## config.mk

```make
export PLATFORM = sky130hd
export DESIGN_NAME = i2s_frame_ctrl
export DESIGN_NICKNAME = d
export VERILOG_FILES = /design/src/rtl/i2s_frame_ctrl_pkg.sv /design/src/rtl/i2s_frame_ctrl_clkgen.sv /design/src/rtl/i2s_frame_ctrl.sv
export SDC_FILE = /design/constraint.sdc
export NUM_CORES = 1
export LEC_CHECK = 0
export CAP_MARGIN = 0
export CORE_ASPECT_RATIO = 1.2
export CORE_UTILIZATION = 60
export DETAILED_ROUTE_END_ITERATION = 8
export GPL_ROUTABILITY_DRIVEN = 0
export PLACE_DENSITY = 0.88
export SKIP_LAST_GASP = 1
export SYNTH_ARGS = -nofsm -noshare
export SYNTH_HDL_FRONTEND = slang
export SYNTH_SLANG_ARGS = --single-unit
export TNS_END_PERCENT = 1
```

## constraint.sdc

```tcl
create_clock -name clk_i -period 5.4 [get_ports clk_i]
set_input_delay 1.08 -clock clk_i [delete_from_list [all_inputs] [get_ports clk_i]]
set_output_delay 1.08 -clock clk_i [all_outputs]
set_load 0.03 [all_outputs]
```

## src/rtl/i2s_frame_ctrl_pkg.sv

```systemverilog
// Shared definitions for the I2S frame controller: FSM encoding, slot width and word-length codes.
package i2s_frame_ctrl_pkg;

  typedef logic [1:0] state_t;

  localparam state_t ST_IDLE  = 2'd0;
  localparam state_t ST_PRIME = 2'd1;
  localparam state_t ST_RUN   = 2'd2;

  localparam int I2S_SLOT_W = 32;

  localparam logic [1:0] WLEN_8  = 2'd0;
  localparam logic [1:0] WLEN_16 = 2'd1;
  localparam logic [1:0] WLEN_24 = 2'd2;
  localparam logic [1:0] WLEN_32 = 2'd3;

  function automatic logic [5:0] wlen_bits(input logic [1:0] wlen);
    logic [2:0] n;
    n = {1'b0, wlen} + 3'd1;
    return {n, 3'b000};
  endfunction

  // Unused low bits of a slot: left shift on transmit, right shift on receive.
  function automatic logic [4:0] wlen_pad(input logic [1:0] wlen);
    logic [1:0] p;
    p = 2'd3 - wlen;
    return {p, 3'b000};
  endfunction

endpackage

```

## src/rtl/i2s_frame_ctrl_clkgen.sv

```systemverilog
// SCK divider: toggles sck every div+1 enabled cycles; rise/fall strobe in the cycle before the edge.
// clr holds sck low and the counter at zero; strobes are combinational from registered state.
module i2s_frame_ctrl_clkgen
  import i2s_frame_ctrl_pkg::*;
#(
  parameter int DIV_WIDTH = 8
) (
  input  logic                 clk,
  input  logic                 rst_n,
  input  logic                 en,
  input  logic                 clr,
  input  logic [DIV_WIDTH-1:0] div,
  output logic                 sck,
  output logic                 rise,
  output logic                 fall
);

  logic [DIV_WIDTH-1:0] cnt;
  logic                 tc;

  // >= rather than == so a smaller divider picked up mid-run cannot strand the counter.
  assign tc   = en && (cnt >= div);
  assign rise = tc && !sck;
  assign fall = tc && sck;

  always_ff @(posedge clk or negedge rst_n) begin
    if (!rst_n) begin
      cnt <= '0;
      sck <= 1'b0;
    end else if (clr) begin
      cnt <= '0;
      sck <= 1'b0;
    end else if (en) begin
      if (tc) begin
        cnt <= '0;
        sck <= ~sck;
      end else begin
        cnt <= cnt + 1'b1;
      end
    end
  end

endmodule

```

## src/rtl/i2s_frame_ctrl.sv

```systemverilog
// I2S master frame sequencer: valid/ready sample pop into a hold register, MSB-first serialiser, 64 SCK frames.
// Define I2S_RX_EN to add the sd_i deserialiser; otherwise the rx outputs are tied low.
module i2s_frame_ctrl
  import i2s_frame_ctrl_pkg::*;
#(
  parameter int DATA_WIDTH = 32,
  parameter int DIV_WIDTH  = 8
) (
  input  logic                  clk_i,
  input  logic                  rst_n_i,
  input  logic                  en_i,
  input  logic [DIV_WIDTH-1:0]  div_i,
  input  logic [1:0]            wlen_i,
  input  logic                  mono_i,
  input  logic                  tx_valid_i,
  input  logic [DATA_WIDTH-1:0] tx_data_i,
  output logic                  tx_ready_o,
  output logic                  rx_valid_o,
  output logic [DATA_WIDTH-1:0] rx_data_o,
  output logic                  rx_lr_o,
  output logic                  underrun_o,
  output logic                  busy_o,
  output logic                  sck_o,
  output logic                  ws_o,
  output logic                  sd_o,
  input  logic                  sd_i
);

  state_t                  state;
  logic [DIV_WIDTH-1:0]    div_q;
  logic [1:0]              wlen_q;
  logic                    mono_q;
  logic [5:0]              bcnt;
  logic [I2S_SLOT_W-1:0]   shreg;
  logic [I2S_SLOT_W-1:0]   mono_word;
  logic [DATA_WIDTH-1:0]   hold_dat;
  logic                    hold_full;

  logic                    sck, rise, fall;
  logic                    run, start, stop;
  logic                    load_l, load_r, load, reuse, take, pop;
  logic [4:0]              pad_ld;
  logic [I2S_SLOT_W-1:0]   fresh;

  assign run    = (state == ST_RUN);
  assign start  = (state == ST_PRIME) && en_i && hold_full;
  assign stop   = run && fall && (bcnt == 6'd63) && !en_i;
  assign load_l = start || (run && fall && (bcnt == 6'd63) && en_i);
  assign load_r = run && fall && (bcnt == 6'd31);
  assign load   = load_l || load_r;
  assign reuse  = load_r && mono_q;
  assign take   = load && !reuse && hold_full;
  assign pop    = tx_valid_i && tx_ready_o;

  // Left loads see the live word length because the configuration is re-latched on that same edge.
  assign pad_ld = wlen_pad(load_l ? wlen_i : wlen_q);
  assign fresh  = take ? I2S_SLOT_W'(hold_dat << pad_ld) : '0;

  i2s_frame_ctrl_clkgen #(.DIV_WIDTH(DIV_WIDTH)) u_clkgen (
    .clk   (clk_i),
    .rst_n (rst_n_i),
    .en    (run),
    .clr   (!run),
    .div   (div_q),
    .sck   (sck),
    .rise  (rise),
    .fall  (fall)
  );

  always_ff @(posedge clk_i or negedge rst_n_i) begin
    if (!rst_n_i) begin
      state <= ST_IDLE;
    end else begin
      case (state)
        ST_IDLE:  if (en_i) state <= ST_PRIME;
        ST_PRIME: if (!en_i) state <= ST_IDLE;
                  else if (hold_full) state <= ST_RUN;
        ST_RUN:   if (stop) state <= ST_IDLE;
        default:  state <= ST_IDLE;
      endcase
    end
  end

  always_ff @(posedge clk_i or negedge rst_n_i) begin
    if (!rst_n_i) begin
      div_q  <= '0;
      wlen_q <= WLEN_8;
      mono_q <= 1'b0;
    end else if (load_l) begin
      div_q  <= div_i;
      wlen_q <= wlen_i;
      mono_q <= mono_i;
    end
  end

  always_ff @(posedge clk_i or negedge rst_n_i) begin
    if (!rst_n_i) begin
      bcnt <= '0;
    end else if (!run || stop) begin
      bcnt <= '0;
    end else if (fall) begin
      bcnt <= bcnt + 1'b1;
    end
  end

  always_ff @(posedge clk_i or negedge rst_n_i) begin
    if (!rst_n_i) begin
      shreg     <= '0;
      mono_word <= '0;
    end else begin
      if (load) shreg <= reuse ? mono_word : fresh;
      else if (stop) shreg <= '0;
      else if (run && fall) shreg <= {shreg[I2S_SLOT_W-2:0], 1'b0};
      if (load_l) mono_word <= fresh;
    end
  end

  // A pop can only land while hold is empty, so it never collides with a take.
  always_ff @(posedge clk_i or negedge rst_n_i) begin
    if (!rst_n_i) begin
      hold_full  <= 1'b0;
      hold_dat   <= '0;
      underrun_o <= 1'b0;
    end else begin
      if (pop) begin
        hold_full <= 1'b1;
        hold_dat  <= tx_data_i;
      end else if (take) begin
        hold_full <= 1'b0;
      end
      underrun_o <= load && !reuse && !hold_full;
    end
  end

  assign tx_ready_o = !hold_full && (state != ST_IDLE);
  assign busy_o     = (state != ST_IDLE);
  assign sck_o      = sck;
  // WS is bit 5 of bcnt+1: high from bcnt 31 through 62.
  assign ws_o       = run && (bcnt[5] ? (bcnt != 6'd63) : (bcnt == 6'd31));
  assign sd_o       = run && shreg[I2S_SLOT_W-1];

`ifdef I2S_RX_EN
  logic [I2S_SLOT_W-1:0] cap;
  logic [I2S_SLOT_W-1:0] cap_nxt;

  assign cap_nxt = {cap[I2S_SLOT_W-2:0], sd_i};

  always_ff @(posedge clk_i or negedge rst_n_i) begin
    if (!rst_n_i) begin
      cap        <= '0;
      rx_valid_o <= 1'b0;
      rx_data_o  <= '0;
      rx_lr_o    <= 1'b0;
    end else begin
      rx_valid_o <= 1'b0;
      if (run && rise) begin
        cap <= cap_nxt;
        if (bcnt[4:0] == 5'd31) begin
          rx_valid_o <= 1'b1;
          rx_data_o  <= DATA_WIDTH'(cap_nxt >> wlen_pad(wlen_q));
          rx_lr_o    <= bcnt[5];
        end
      end
    end
  end
`else
  logic unused_rx;
  assign unused_rx  = sd_i;
  assign rx_valid_o = 1'b0;
  assign rx_data_o  = '0;
  assign rx_lr_o    = 1'b0;
`endif

endmodule
```

==> impl_metrics.py <==
metrics = {
    "power": {
        "powerDensity_nw_per_um2": 506.6,
        "irDropWorstVdd_v": 0.0003225,
        "p_leak_nw": 3.321,
    },
    "worst_setup_path": {
        "reg2reg_to": "mono_word[31]$_DFFE_PN0N_",
        "crit_start": "u_clkgen.cnt[0]$_DFF_PN0_",
        "crit_type": "flop to flop",
        "worst_path_largest_cell_delay_ns": 0.77,
        "path_buf_inv": 1,
        "slowest_stage": "a311oi_1",
        "critical_path_required_ns": 5.70,
        "setup.worst_path.start_class": "flop",
        "rr_worst_depth": 9,
        "path_cells": "inv_1 -> ha_1 -> nand2b_1 -> a2111o_1 -> a32oi_2 -> nand2_2 -> a311oi_1 -> o22ai_1 -> mux2_2",
        "arrival_ns": 4.44,
        "reg2reg_from": "u_clkgen.cnt[0]$_DFF_PN0_",
        "crit_path_end_kind": "flop",
        "rrSetupSlack_ns": 1.26,
        "crit_fanout": 39,
        "cp_top_family": "compound AO/OA/AOI/OAI gates",
    },
    "cells_and_area": {
        "fillers": 764,
        "antenna_cells": 0,
        "nets": 781,
        "layout-drive-gt1-share_pct": 13.99,
        "design_area_um2": 7905,
        "syn_to_final_growth_pct": 14.15,
        "fin_util_pct": 70.96,
    },
    "logic_synthesis": {
        "synthTopCellsByArea": "dfrtp_1 46%, mux2_2 6.7%, nand2_1 4.4%",
        "synth_area_leader_cell": "dfrtp_1",
        "syn_inst": 695,
        "synth-edff-count": 0,
        "synth_area_um2": 6925,
        "async_reset_ff_share_pct": 100.0,
        "yosys_warnings": 0,
        "synth.yosys.seq_area_share_pct": 45.53,
        "synth_cell_type_count": 53,
        "yosysTopAreaCellShare_pct": 45.53,
        "synth-main-ff-cell": "dfrtp_1",
        "synth_seq_cells": 126,
        "syn_avg_cell_area_um2": 9.965,
    },
    "floorplan": {
        "core_area_um2": 11140,
        "io_pins": 88,
        "die_h_um": 119.7,
        "start_util_pct": 62.16,
        "num_rows": 42,
        "fp.dieW_um": 100.1,
        "die_area_um2": 11980,
    },
    "placed_design": {
        "dp_hpwl_mm": 11.18,
        "placed_cell_area_um2": 7367,
        "io_buffers": 52,
        "place_ws_ns": 1.047,
    },
    "timing": {
        "finalHoldViolations": 0,
        "whs_ns": 0.4861,
        "slew_headroom_pct": 17.41,
        "setup_slack_ns": 1.261,
        "fin_skew_ns": 0.009382,
        "fin_tns_setup_ns": 0,
        "setup_viol": 0,
        "rsz0062_at_grt": "false",
        "drv_slew": 0,
        "fmax_mhz": 241.6,
        "post-route-period-util_pct": 76.64,
        "worst_slew_pin_slew_ns": 1.236,
        "period_minus_slack_ns": 4.139,
    },
    "cts": {
        "cts_buffer_depth": 2,
        "cts_tree": "done",
        "cts_setup_buffers": 0,
        "cts_resized": 0,
        "h-tree-depth": 4,
        "cts_inserted_buffers": 17,
        "clk_pin_slew_worst_paths_ns": 0.05,
        "clockRootBuffer": "clkbuf_16",
        "insertion_delay_ns": 0.42,
        "clock-sinks": 126,
        "cts_hold_buf": 0,
    },
    "route": {
        "firstDrtPassIters": 6,
        "wirelength_mm": 18.07,
        "post_drt_wl_per_cell_um": 20.30,
        "initialDrtViolationCount": 774,
        "vias": 5991,
        "vias_per_cell": 6.731,
        "ant_nets": 0,
        "drc": 0,
    },
    "min_path": {
        "min_to": "mono_word[13]$_DFFE_PN0N_",
        "hold_class": "flop to flop",
        "whs_path_depth": 2,
        "hold_start": "mono_word[13]$_DFFE_PN0N_",
    },
    "global_route": {
        "track_usage_pct": 31.67,
        "grt_max_degree": 61,
        "grt_antenna_before_repair": 0,
        "grt_pass1_vias": 5962,
        "grt-ovfl-total": 0,
        "grt_pass1_wl_mm": 29.42,
    },
    "flow_run": {
        "maxCapViolations": 0,
    },
    "status": {
        "status": "completed",
    },
}
[kinds of logic (layout without fill, tap and decap cells)]
kind of cell,after synthesis,count (layout),share of synthesized area (%)
simple gates,199,199,13.77
compound gates,190,190,21.25
flops,126,126,45.53
buf+inv,107,115,8.130
mux,49,49,7.823
xor+xnor,13,13,1.644
fa+ha+maj,10,10,1.807
other cells,1,34,0.05415
[cell type report]
class | instances | area, um^2 | share of cell area [%]
clock buffers | 25 | 475.5 | 6.015
flip-flops and latches | 126 | 3153 | 39.89
repair buffers | 64 | 608.1 | 7.692
clock inverters | 7 | 62.56 | 0.7914
multi-input cells | 495 | 3342 | 42.28
inverters | 19 | 71.32 | 0.9022
well taps | 154 | 192.7 | 2.437
[stage by stage]
step	power (mW)	std cells
after detailed placement	2.888	858
after CTS	3.955	890
after global placement	2.798	858
after global routing	4.173	890
final	4.005	890
after floorplan	2.498	728
[worst min-delay path, cell delays in order, from the launching register on]
cell and delay (ns):
dfrtp_1 0.34, nand2_1 0.05, o31ai_1 0.05
[report_power, final]
group	internal (mW)	total (mW)	switching [mW]
sequential	1.29	1.65	0.366
combinational	0.588	1.30	0.713
clock	0.652	1.05	0.400
[flip-flops by register name, indices dropped and copies added (netlist names)]
| name | cells |
|---|---|
| mono_word | 32 |
| u_clkgen.sck | 1 |
| u_clkgen.cnt | 8 |
| hold_dat | 32 |
| div_q | 8 |
| underrun_o | 1 |
| wlen_q | 2 |
| shreg | 32 |
| hold_full | 1 |
| mono_q | 1 |
| state | 2 |
| bcnt | 6 |
[placed cells by master (no fill, tap or decap), types with 4 or more instances in the layout]
cell type | netlist | routed
a211oi_1 | 6 | 6
a21oi_1 | 26 | 26
a221o_1 | 17 | 17
a221oi_1 | 23 | 23
a311oi_1 | 10 | 10
a311oi_2 | 6 | 6
and3_1 | 12 | 12
buf_4 | 36 | 13
clkbuf_1 | 31 | 6
clkbuf_16 | 0 | 17
clkdlybuf4s50_1 | 0 | 51
clkinv_2 | 0 | 5
conb_1 | 1 | 34
dfrtp_1 | 126 | 126
ha_1 | 10 | 10
inv_1 | 18 | 18
mux2_2 | 41 | 41
mux2i_1 | 8 | 8
nand2_1 | 82 | 82
nand2b_1 | 22 | 22
nand3_1 | 12 | 12
nor2_1 | 43 | 43
nor3b_1 | 7 | 6
o21ai_0 | 18 | 18
o21ai_1 | 19 | 18
o22a_1 | 24 | 24
o22ai_1 | 8 | 8
o311ai_1 | 6 | 6
o31ai_1 | 8 | 8
o32a_1 | 8 | 8
xnor2_1 | 4 | 4
xor2_1 | 9 | 9
[synth_stat cells (19+ instances only)]
| cell | instances |
|---|---|
| a21oi_1 | 26 |
| a221oi_1 | 23 |
| dfrtp_1 | 126 |
| nor2_1 | 43 |
| nand2_1 | 82 |
| o21ai_1 | 19 |
| buf_4 | 36 |
| nand2b_1 | 22 |
| mux2_2 | 41 |
| clkbuf_1 | 31 |
| o22a_1 | 24 |
[routing by layer]
layer  global-route usage (%)  part of all wire [%]
met3                    7.397                   9.3
met4                    18.66                   5.3
met2                    51.34                    49
met1                    38.50                    37
met5                        0                     0
[how the worst max path moves through the flow]
| stage | end | slack (ns) | cells past startpoint |
|---|---|---|---|
| after floorplan | mono_word[28]$_DFFE_PN0N_ | 2.65 | 7 |
| after global placement | mono_word[31]$_DFFE_PN0N_ | 1.08 | 8 |
| after detailed placement | mono_word[31]$_DFFE_PN0N_ | 1.05 | 8 |
| after CTS | mono_word[31]$_DFFE_PN0N_ | 1.44 | 9 |
| after global routing | mono_word[31]$_DFFE_PN0N_ | 1.16 | 9 |
| final | mono_word[31]$_DFFE_PN0N_ | 1.26 | 9 |
(Power assumes the default switching activity.)
